### config.mk
export PLATFORM = sky130hd
export DESIGN_NAME = rp_trig_ctrl
export DESIGN_NICKNAME = d
export VERILOG_FILES = /design/src/rtl/rp_trig_pkg.sv /design/src/rtl/rp_trig_src_sel.sv /design/src/rtl/rp_trig_ctrl.sv
export SDC_FILE = /design/constraint.sdc
export NUM_CORES = 1
export LEC_CHECK = 0
export ABC_AREA = 1
export CORE_AREA = 10 10 143 112
export DETAILED_ROUTE_END_ITERATION = 8
export DIE_AREA = 0 0 153 122
export GPL_ROUTABILITY_DRIVEN = 0
export PLACE_DENSITY = 0.78
export SKIP_LAST_GASP = 1
export SLEW_MARGIN = 20
export SYNTH_ARGS = -nofsm -noshare
export SYNTH_HDL_FRONTEND = slang
export SYNTH_SLANG_ARGS = --single-unit
### constraint.sdc
create_clock -name adc_clk_i -period 2.1 [get_ports adc_clk_i]
set_input_delay 0.525 -clock adc_clk_i [delete_from_list [all_inputs] [get_ports adc_clk_i]]
set_output_delay 0.525 -clock adc_clk_i [all_outputs]
set_load 0.05 [all_outputs]
### src/rtl/rp_trig_pkg.sv
// rp_trig_pkg: shared state encodings, trigger codes and default sizes for the trigger controller.
package rp_trig_pkg;
   localparam int NSRC_DEF = 4;
   localparam int CW_DEF = 32;
   localparam logic [3:0] SRC_NONE = 4'h0;
   localparam logic [3:0] SRC_SW = 4'hF;
   typedef enum logic [2:0] {
      ST_IDLE = 3'd0,
      ST_PRE  = 3'd1,
      ST_WAIT = 3'd2,
      ST_POST = 3'd3,
      ST_HOLD = 3'd4
   } state_t;
endpackage

### src/rtl/rp_trig_src_sel.sv
// rp_trig_src_sel: decodes the selected hardware source, gives software priority and forms the trigger code.
module rp_trig_src_sel import rp_trig_pkg::*; #(
   parameter int NSRC = NSRC_DEF
) (
   input  logic [NSRC-1:0] trig_src,
   input  logic [3:0]      src_sel,
   input  logic            sw_trig,
   output logic            evt,
   output logic [3:0]      code
);
   logic hw;
   // Out-of-range selects match no bit and so never fire.
   always_comb begin
      hw = 1'b0;
      for (int i = 0; i < NSRC; i++) hw = hw | (trig_src[i] & (src_sel == 4'(i + 1)));
   end
   assign evt = sw_trig | hw;
   assign code = sw_trig ? SRC_SW : src_sel;
endmodule

### src/rtl/rp_trig_ctrl.sv
// rp_trig_ctrl: arm / pre-trigger / wait / post-trigger / holdoff sequencer for the ADC acquisition trigger.
module rp_trig_ctrl import rp_trig_pkg::*; #(
   parameter int NSRC = NSRC_DEF,
   parameter int CW   = CW_DEF
) (
   input  logic            adc_clk_i,
   input  logic            adc_rstn_i,
   input  logic            adc_dv_i,
   input  logic [NSRC-1:0] trig_src_i,
   input  logic [3:0]      src_sel_i,
   input  logic            sw_trig_i,
   input  logic            arm_i,
   input  logic            abort_i,
   input  logic            auto_i,
   input  logic [CW-1:0]   pre_dly_i,
   input  logic [CW-1:0]   post_dly_i,
   input  logic [CW-1:0]   holdoff_i,
   output logic            trig_o,
   output logic            done_o,
   output logic            armed_o,
   output logic            wait_o,
   output logic [3:0]      trig_code_o,
   output logic [2:0]      state_o
);
   state_t state, nxt;
   logic [CW-1:0] cnt, cnt_nxt, cnt_inc;
   logic evt, trig_nxt, done_nxt, armed_nxt, wait_nxt;
   logic [3:0] code, code_nxt;

   rp_trig_src_sel #(.NSRC(NSRC)) u_src_sel (
      .trig_src(trig_src_i),
      .src_sel (src_sel_i),
      .sw_trig (sw_trig_i),
      .evt     (evt),
      .code    (code)
   );

   assign cnt_inc = (&cnt) ? cnt : cnt + CW'(1);
   assign state_o = state;

   always_ff @(posedge adc_clk_i or negedge adc_rstn_i)
      if (!adc_rstn_i) begin
         state       <= ST_IDLE;
         cnt         <= '0;
         trig_o      <= 1'b0;
         done_o      <= 1'b0;
         armed_o     <= 1'b0;
         wait_o      <= 1'b0;
         trig_code_o <= SRC_NONE;
      end else begin
         state       <= nxt;
         cnt         <= cnt_nxt;
         trig_o      <= trig_nxt;
         done_o      <= done_nxt;
         armed_o     <= armed_nxt;
         wait_o      <= wait_nxt;
         trig_code_o <= code_nxt;
      end

   // Every state exit clears the counter so each phase starts from zero.
   always_comb begin
      nxt = state;
      cnt_nxt = cnt;
      case (state)
         ST_IDLE: if (arm_i) begin nxt = ST_PRE; cnt_nxt = '0; end
         ST_PRE:  if (cnt >= pre_dly_i) begin nxt = ST_WAIT; cnt_nxt = '0; end else if (adc_dv_i) cnt_nxt = cnt_inc;
         ST_WAIT: if (evt) begin nxt = ST_POST; cnt_nxt = '0; end
         ST_POST: if (cnt >= post_dly_i) begin nxt = ST_HOLD; cnt_nxt = '0; end else if (adc_dv_i) cnt_nxt = cnt_inc;
         ST_HOLD: if (cnt >= holdoff_i) begin nxt = auto_i ? ST_PRE : ST_IDLE; cnt_nxt = '0; end else cnt_nxt = cnt_inc;
         default: begin nxt = ST_IDLE; cnt_nxt = '0; end
      endcase
      if (abort_i) begin nxt = ST_IDLE; cnt_nxt = '0; end
   end

   always_comb begin
      trig_nxt  = !abort_i && state == ST_WAIT && evt;
      done_nxt  = !abort_i && state == ST_POST && cnt >= post_dly_i;
      code_nxt  = trig_nxt ? code : trig_code_o;
      armed_nxt = nxt == ST_PRE || nxt == ST_WAIT || nxt == ST_POST;
      wait_nxt  = nxt == ST_WAIT;
   end
endmodule

Yosys cells after proc, flatten, opt, wreduce, memory -nomap -nowiden
Index checks and enable logic that the tools add are counted.
W data, S select, Z words.
{"block": "totals", "reg_bits": 43, "inputBits": 111, "out_inout_bits": 11, "wordCells": 60}
{"block": "classes", "add_sub_neg": 1, "order_cmp": 3, "n_eq_ne": 13, "n_mux": 18, "bitwise_logic": 8, "reduce_logical": 10}
{"cell": "$mux W32", "n": 8}
{"cell": "$pmux W32 S5", "n": 1}
{"cell": "$ge A32 B32 Y1", "n": 3}
{"cell": "$add A32 B1 Y32 const B", "n": 1}
{"cell": "$reduce_and A32 Y1", "n": 1}
{"cell": "$mux W3", "n": 6}
{"cell": "$pmux W3 S5", "n": 1}
{"cell": "$eq A3 B2 Y1 const B", "n": 4}
{"cell": "$eq A4 B2 Y1 const B", "n": 2}
{"cell": "$eq A3 B1 Y1 const B", "n": 2}
{"cell": "$ne A3 B3 Y1 const B", "n": 2}
{"cell": "$and A1 B1 Y1", "n": 4}
{"cell": "$eq A4 B1 Y1 const B", "n": 1}
{"cell": "$eq A4 B3 Y1 const B", "n": 1}
{"cell": "$logic_and A1 B1 Y1", "n": 4}
{"cell": "$mux W4", "n": 1}
{"cell": "$or A1 B1 Y1", "n": 4}
{"cell": "$eq A3 B3 Y1 const B", "n": 1}
{"cell": "$logic_not A3 Y1", "n": 1}
{"cell": "$logic_or A1 B1 Y1", "n": 2}
{"cell": "$reduce_and A2 Y1", "n": 1}
{"cell": "$logic_not A1 Y1", "n": 1}
{"cell": "$mux W1", "n": 1}

Depth between registers and ports, before layout
Gate-level depths: netlist of the first run.
{"block": "depth", "word_depth": 12, "depth_mapped": 19, "mapped_depth_nobuf": 18}

Hierarchy
Synthesis of the first run repeated with hierarchy kept, for this count alone.
{"block": "hier_totals", "hier_cells": 1091, "hier_area_um2": 6422.4}
{"mod": "rp_trig_ctrl", "instances": 1, "cells_per_inst": 1069, "area_each_um2": 6336.1, "seq_area_each_um2": 1076.0}
{"mod": "rp_trig_src_sel", "instances": 1, "cells_per_inst": 22, "area_each_um2": 86.3, "seq_area_each_um2": 0.0}

Worst setup path before layout of the first run
Ideal clock, no wire load.
{"block": "synth_path", "path_kind": "input -> register", "startpoint": "in holdoff_i[15]", "endpoint": "reg cnt[8]", "setup_ns": 0.066, "t_arrival_ns": 2.068, "required_time_ns": 2.034, "setup_slack_ns": -0.033, "cell_stages": 15, "path_buffers": 1, "cell_sequence": "inv_1 > ha_1 > a21o_1 > nor2_1 > nand3_1 > inv_1 > nand2_1 > nand2_1 > nand3_1 > nor2_4 > buf_2 > nand2_1 > nand2_1 > nand2_1 > nand2_1"}
{"block": "synth_via", "elab_chain_len": 4}
{"item": "start: declaration", "line": "rp_trig_ctrl.sv:17", "rtl": "input logic [CW-1:0] holdoff_i,"}
{"item": "$ge A32 B32 Y1", "line": "rp_trig_ctrl.sv:69", "rtl": "ST_HOLD: if (cnt >= holdoff_i) begin nxt = auto_i ? ST_PRE : ST_IDLE; cnt_nxt = '0; end else cnt_nxt = cnt_inc ..."}
{"item": "$mux W32", "line": "rp_trig_ctrl.sv:69"}
{"item": "$pmux W32 S5", "line": "rp_trig_ctrl.sv:64", "rtl": "case (state)"}
{"item": "$mux W32", "line": "rp_trig_ctrl.sv:72", "rtl": "if (abort_i) begin nxt = ST_IDLE; cnt_nxt = '0; end"}
{"item": "end signal: assignment", "line": "rp_trig_ctrl.sv:52", "rtl": "cnt <= cnt_nxt;"}
{"item": "end: declaration", "line": "rp_trig_ctrl.sv:26", "rtl": "logic [CW-1:0] cnt, cnt_nxt, cnt_inc;"}
No other way between the ends.
A chain may end at the register's enable or synchronous reset.

Worst setup path in the final report of the first run
{"block": "layout_path", "startpoint": "reg cnt[10]", "endpoint": "reg cnt[13]"}
{"block": "layout_via", "elab_chain_len": 6, "elab_cells_between_ends": 12, "cone_classes": "1 x add/sub; 3 x order compare; 7 x mux; 1 x reduce/logical"}
{"item": "$add A32 B1 Y32 / $reduce_and A32 Y1 (equally long branches)", "line": "rp_trig_ctrl.sv:38", "rtl": "assign cnt_inc = (&cnt) ? cnt : cnt + CW'(1);"}
{"item": "$mux W32", "line": "rp_trig_ctrl.sv:38"}
{"item": "$mux W32", "line": "rp_trig_ctrl.sv:66, rp_trig_ctrl.sv:68"}
{"item": "$mux W32, on equally long branches", "line": "rp_trig_ctrl.sv:68, rp_trig_ctrl.sv:66"}
{"item": "$pmux W32 S5 (*)", "line": "rp_trig_ctrl.sv:64"}
{"item": "$mux W32 (*)", "line": "rp_trig_ctrl.sv:72"}
Mark *: on every way between the ends. The rest lies on a longest branch, timed or not.

==> run_results.csv, run 1 <==
group,metric,value,unit
layout,synthToLayoutAreaGrowth,59.70,%
timing,rsz0062_at_grt,"yes",
logic_synthesis,netlist_instances,1086,
global_route,top_usage_layer,"met2",
global_route,grt_max_degree,25,
place,hpwl,16.90,mm
power,p_leak,5.582,nW
logic_synthesis,post_synth.cell_area_avg,5.834,sq um
floorplan,initial_core_util,47.52,%
logic_synthesis,yosys.cell_types.count,32,
routing,first_iter_violations,777,
power,p_seq_share,31.4,%
layout,fin_nets,1523,
place,dpl.cell_count,1460,
global_route,grt.met3_usage,5.176,%
floorplan,io_pins,122,
layout,diodes,0,
clock_tree,cts_tree,"built",
timing,slew_headroom,58.10,%
power,cellPowerDensity,285.2,mW/mm^2
floorplan,placementRows,37,
clock_tree,cts_root_buf,"clkbuf_16",
global_route,grt_pass1_vias,8161,
global_route,grt_use_met2,40.81,%
power,switching_share,36.08,%
power,p_switching,1.041,mW
power,clockPowerShare,27.7,%
routing,first_pass_iters,6,
critical_path,r2r_end,"cnt[13]",
critical_path,crit_arrival,2.63,ns
critical_path,cp_cell_sequence,"ha_4, nand2_2, inv_2, nand3_2, nor3_2, buf_4, nand2_2, nand2_2, nand2_2, nand4_1, nand2_2, buf_12, buf_12, nand2_1, nand2_1, nand2_1, nand2_1",
clock_tree,hold_buffers,0,
floorplan,die-height,122,microns
layout,final_cells,1491,
logic_synthesis,yosysWarnings,0,
clock_tree,clk_latency,0.30,ns
floorplan,die_area,0.01867,sq mm
global_route,grtUsageMet1,31.55,%
floorplan,core_area,0.01333,sq mm
critical_path,crit_path_start_kind,"register",
critical_path,crit_end,"cnt[13]",
critical_path,cp-startpoint,"cnt[10]",
routing,drc,0,
clock_tree,cts_made_buffers,5,
logic_synthesis,syn_nets,1294,
status,status,"finished with violations",
flow_run,maxCapViolations,0,
timing,setup_viol,37,
place,port_buffers,121,
timing,period_share,116.2,%
critical_path,cp_max_fo,12,
global_route,antenna_found_initial,0,
power,vdd_drop_max,0.0002789,V
critical_path,rrSetupSlack,-0.34,ns
timing,slew_viol_final,0,
routing,vias,8004,
clock_tree,htreeDepth,2,
floorplan,die_w,153,microns
power,intPower,1.844,mW
critical_path,cpMaxStageDelayCell,"dfrtp_1",
routing,drt-wirelength-per-cell,16.49,microns
critical_path,rr_startpoint,"cnt[10]",
logic_synthesis,mappedNetlistArea,0.006336,sq mm
layout,fin_util,75.89,%
routing,totalWireLength,24.59,mm
clock_tree,clk_pin_slew_worst_paths,0.07,ns
critical_path,required,2.29,ns
timing,clock_skew,0.007651,ns
routing,via_per_inst,5.368,
critical_path,crit_path_max_incr_delay,0.43,ns
timing,worstMarginPinSlew,0.6284,ns
timing,fmax,410.0,MHz
min_path,holdCritPathClass,"input port to async pin",
clock_tree,numClockSinks,43,
status,violations,"negative setup slack",
power,combPwrFrac,41.0,%
timing,finalWorstSetupSlack,-0.3393,ns
critical_path,path_class,"register to register",
timing,min_period,2.439,ns
global_route,grt_pass1_wl,38.83,mm
logic_synthesis,ys_ff_latch,43,
logic_synthesis,seq_area_frac_synth,16.98,%
clock_tree,clk_path_buf_depth,2,
layout,drive_gt1_share,33.28,%
global_route,grt_use_total,24.60,%
global_route,grt_overflow,0,
timing,hold_viol_final,0,
critical_path,endpoint_kind,"register",
routing,ant_nets,0,
critical_path,reg2regPathDepth,17,
critical_path,timing.critical_path.mode_cell,"nand2_2",
[layout make-up]
cell class	count	area (sq um)
repair buffers	242	2151
fillers	990	3214
well taps	175	219.0
clock inverters	1	5.005
flip-flops and latches	43	1101
inverters	202	760.7
multi-input cells	821	5749
clock buffers	7	132.6
[sequential cells by signal, summed over array words and instances (netlist names)]
register	cells
trig_code_o	4
wait_o	1
state_o	3
armed_o	1
trig_o	1
cnt	32
done_o	1
[power groups by stage]
stage | sequential [mW] | combinational, mW | clock (mW)
final | 0.905 | 1.18 | 0.799
after global routing | 0.907 | 1.30 | 0.838
after CTS | 0.901 | 1.09 | 0.797
after detailed placement | 0.905 | 0.923 | 0
after global placement | 0.906 | 0.896 | 0
after floorplan | 0.961 | 0.400 | 0
[per-stage QoR]
stage	hold WS (ns)	TNS, ns	instance area, sq um	power (mW)	worst slack, ns
2_1_floorplan	0.2294	-0.6014	6336	1.362	-0.03332
3_3_place_gp	0.4684	-25.39	8453	1.803	-0.7402
3_5_place_dp	0.4654	-26.92	8453	1.828	-0.8121
4_1_cts	0.2218	-2.271	9846	2.783	-0.1142
5_1_grt	0.2620	-11.75	10120	3.041	-0.4009
6_report	0.2396	-8.746	10120	2.885	-0.3393
[synth_stat cells]
library cell    n  area share, %
nand2_1       431             26
inv_1         201             12
ha_1           97             19
nor2_1         74            4.4
nand3_1        57            4.5
a21oi_1        44            3.5
dfrtp_1        43             17
o21ai_0        32            2.5
xor2_1         19            2.6
nand4_1        13            1.3
clkbuf_1        8           0.47
nor3_1          8           0.63
or2_2           8           0.79
o21a_1          7           0.83
o21ai_1         7           0.55
buf_2           6           0.47
buf_6           3           0.53
nand2_2         3           0.30
nor2_4          3           0.53
nor4_1          3           0.30
xnor2_1         3           0.41
a21o_1          2           0.24
buf_4           2           0.24
nor2_2          2           0.20
nor3b_1         2           0.24
o21bai_1        2           0.24
a31oi_1         1          0.099
buf_1           1          0.059
inv_2           1          0.059
nand3_2         1           0.16
nand3b_2        1           0.18
o22ai_1         1          0.099
[per-layer routing]
layer	wire, microns	vias up
met3	2383	75
li1	-	3817
met4	743	0
met5	0	-
met1	10160	3679
met2	11300	433
[cells in the final DEF, fill, tap and decap left out, drive strengths merged, types with 3 or more instances in the layout]
cell / n
o21ai: 39
ha: 97
dfrtp: 43
nor2: 79
nand4: 13
a21oi: 44
xor2: 19
nor4: 3
inv: 202
nand2: 434
nand3: 58
dlygate4sd2: 89
clkbuf: 8
o21a: 7
buf: 128
or2: 8
clkdlybuf4s50: 21
nor3: 8
clkdlybuf4s15: 3
xnor2: 3
[what timing repair did]
action | in CTS | in global routing
cloned | 2 | 0
setup buffers | 24 | 3
setup endpoints to repair | 38 | 38
pin swaps | 188 | 31
hold endpoints to repair | 0 | 0
resized for setup | 373 | 74
[worst min-delay path by stage]
stage / slack, ns / to / cells after the start
2_1_floorplan: 0.23 / armed_o / 0
3_3_place_gp: 0.47 / trig_code_o[0] / 2
3_5_place_dp: 0.47 / trig_code_o[3] / 2
4_1_cts: 0.22 / armed_o / 1
5_1_grt: 0.26 / armed_o / 1
6_report: 0.24 / armed_o / 1
[worst max-delay path, delay by kind of cell (launching register included)]
kind / cells / cell delay (ns)
fa+ha+maj: 1 / 0.29
buf+inv: 4 / 0.55
flops: 1 / 0.43
simple gates: 12 / 1.03
[cells by family (layout without fill, tap and decap cells)]
| family | Yosys count | after routing | synth area share (%) |
|---|---|---|---|
| AND/OR/NAND/NOR | 606 | 606 | 39.02 |
| buffers and inverters | 222 | 452 | 13.74 |
| adder cells (fa/ha/maj) | 97 | 97 | 19.15 |
| AO/OA/AOI/OAI | 96 | 96 | 8.057 |
| flip-flops | 43 | 43 | 16.98 |
| XOR/XNOR | 22 | 22 | 3.041 |
Note: power is estimated with default switching activity, not from simulation.
==> run 2: changes to the inputs <==
--- a/config.mk
+++ b/config.mk
@@ -11,6 +11,7 @@
 export DIE_AREA = 0 0 153 122
 export GPL_ROUTABILITY_DRIVEN = 0
 export PLACE_DENSITY = 0.78
+export RECOVER_POWER = 25
 export SKIP_LAST_GASP = 1
 export SLEW_MARGIN = 20
 export SYNTH_ARGS = -nofsm -noshare
==> run 2 against run 1 <==
Compared with the run above: the run ends with max-capacitance violations, max-slew violations, negative setup slack left; routed wire length is 0.10% higher; hold slack better by 0.25 ns; global-route usage did not move; utilization is essentially flat; sequential share of layout area about the same; critical path type unchanged; largest cell class unchanged; highest routed layer unchanged.
==> run_results.csv, run 2 (same netlist as run 1, synthesis figures left out) <==
group,metric,value,unit
layout,fin_nets,1523,
clock_tree,clk_latency,0.30,ns
layout,drive_gt1_share,33.21,%
power,p_total,2.885,mW
layout,layout_common_cells,"nand2_1 (359), inv_1 (137), buf_4 (100)",
routing,vias,8032,
timing,clock_skew,0.007642,ns
routing,via_per_inst,5.387,
critical_path,path_class,"register to register",
critical_path,crit_path_start_kind,"register",
place,placed_area,0.008453,sq mm
floorplan,initial_core_util,47.52,%
timing,slew_viol_final,20,
clock_tree,htreeDepth,2,
power,vdd_drop_max,0.0002788,V
global_route,grt_pass1_wl,38.83,mm
place,post-place-ws,-0.8121,ns
floorplan,die_w,153,microns
flow_run,maxCapViolations,1,
global_route,grt_max_degree,25,
status,status,"finished with violations",
layout,diodes,0,
routing,first_iter_violations,777,
power,cellPowerDensity,285.2,mW/mm^2
timing,slew_headroom,-0.8286,%
layout,layout_commonest_cell,"nand2_1",
critical_path,endpoint_kind,"register",
clock_tree,clk_pin_slew_worst_paths,0.07,ns
timing,setup_viol,37,
global_route,grt_overflow,0,
clock_tree,hold_buffers,0,
routing,totalWireLength,24.61,mm
timing,finalWorstSetupSlack,-0.3400,ns
layout,post-route-cell-area,0.01012,sq mm
place,dpl.cell_count,1460,
routing,ant_nets,0,
min_path,holdCritPathClass,"register to register",
critical_path,crit_arrival,2.63,ns
place,hpwl,16.90,mm
floorplan,core_area,0.01333,sq mm
timing,fmax,409.8,MHz
layout,synthToLayoutAreaGrowth,59.68,%
timing,min_period,2.440,ns
floorplan,die-height,122,microns
clock_tree,clk_path_buf_depth,2,
timing,rsz0062_at_grt,"yes",
clock_tree,cts_made_buffers,5,
routing,drc,0,
floorplan,die_area,0.01867,sq mm
routing,drt-wirelength-per-cell,16.51,microns
clock_tree,numClockSinks,43,
power,p_leak,5.580,nW
global_route,antenna_found_initial,0,
global_route,grt_use_total,24.60,%
timing,worstMarginPinSlew,1.512,ns
layout,top_register,"cnt",
routing,first_pass_iters,9,
critical_path,required,2.29,ns
floorplan,placementRows,37,
clock_tree,cts_root_buf,"clkbuf_16",
status,violations,"max-capacitance violations, max-slew violations, negative setup slack",
place,port_buffers,121,
floorplan,io_pins,122,
clock_tree,cts_tree,"built",
critical_path,cp_max_fo,12,
global_route,grt_pass1_vias,8161,
layout,largest_reg_flops,32,
timing,hold_viol_final,0,
timing,period_share,116.2,%
layout,final_cells,1491,
==> run 2: changes by cell type in the layout (fill, tap and decap cells not counted), sizes merged <==
cell	previous run	this run
buf	128	127
clkbuf	8	9
==> run 2: critical path, cell delays in order (launching register included) <==
cell and delay [ns]:
dfrtp_1 0.43, ha_4 0.29, nand2_2 0.06, inv_2 0.08
nand3_2 0.10, nor3_2 0.20, buf_4 0.18, nand2_2 0.05
nand2_2 0.09, nand2_2 0.06, nand4_1 0.12, nand2_2 0.12
buf_12 0.15, buf_12 0.14, nand2_1 0.07, nand2_1 0.06
nand2_1 0.05, nand2_1 0.05
==> run 2: cell type report <==
type	instances	area [sq um]
Clock inverter	1	5.005
Sequential cell	43	1101
Timing Repair Buffer	242	2150
Inverter	202	760.7
Multi-Input combinational cell	821	5749
Tap cell	175	219.0
Clock buffer	7	132.6
Fill cell	991	3216
==> run 2: final timing paths <==
kind | from | end | slack, ns | depth (start not counted)
hold / removal | trig_code_o[0] | trig_code_o[0] | 0.49 | 2
setup / recovery | cnt[10] | cnt[13] | -0.34 | 17
setup reg to reg | cnt[10] | cnt[13] | -0.34 | 17
max in group asynchronous | adc_rstn_i | cnt[13] | 0.52 | 1
min in group asynchronous | adc_rstn_i | armed_o | 0.58 | 1
hold reg to reg | trig_code_o[0] | trig_code_o[0] | 0.49 | 2
==> run 2: metal layers <==
metal	wire (microns)	global-route usage, %	vias to the layer above
li1	-	-	3817
met2	11310	40.81	450
met5	0	0	-
met3	2364	5.176	85
met4	758	7.669	0
met1	10180	31.55	3680
==> run 2: through the flow <==
stage | util, % | TNS [ns] | hold WS, ns
after floorplan | - | -0.6014 | 0.2294
after global placement | 63.40 | -25.39 | 0.4684
after detailed placement | 63.40 | -26.92 | 0.4654
after CTS | 73.85 | -2.271 | 0.2218
after global routing | 75.88 | -11.75 | 0.5108
final | 75.88 | -8.782 | 0.4859
==> run 2: timing repair <==
action,CTS,global route
endpoints found under the setup margin,38,38
setup buffers,24,3
hold endpoints to repair,0,0
cloned,2,0
pin swaps,188,31
gates resized for setup,373,74
==> run 2: report_power, final <==
part	total [mW]	leakage, nW	internal [mW]	switching, mW
registers	0.905	0.557	0.861	0.0438
logic	1.18	4.95	0.542	0.640
clock network	0.799	0.0679	0.441	0.357
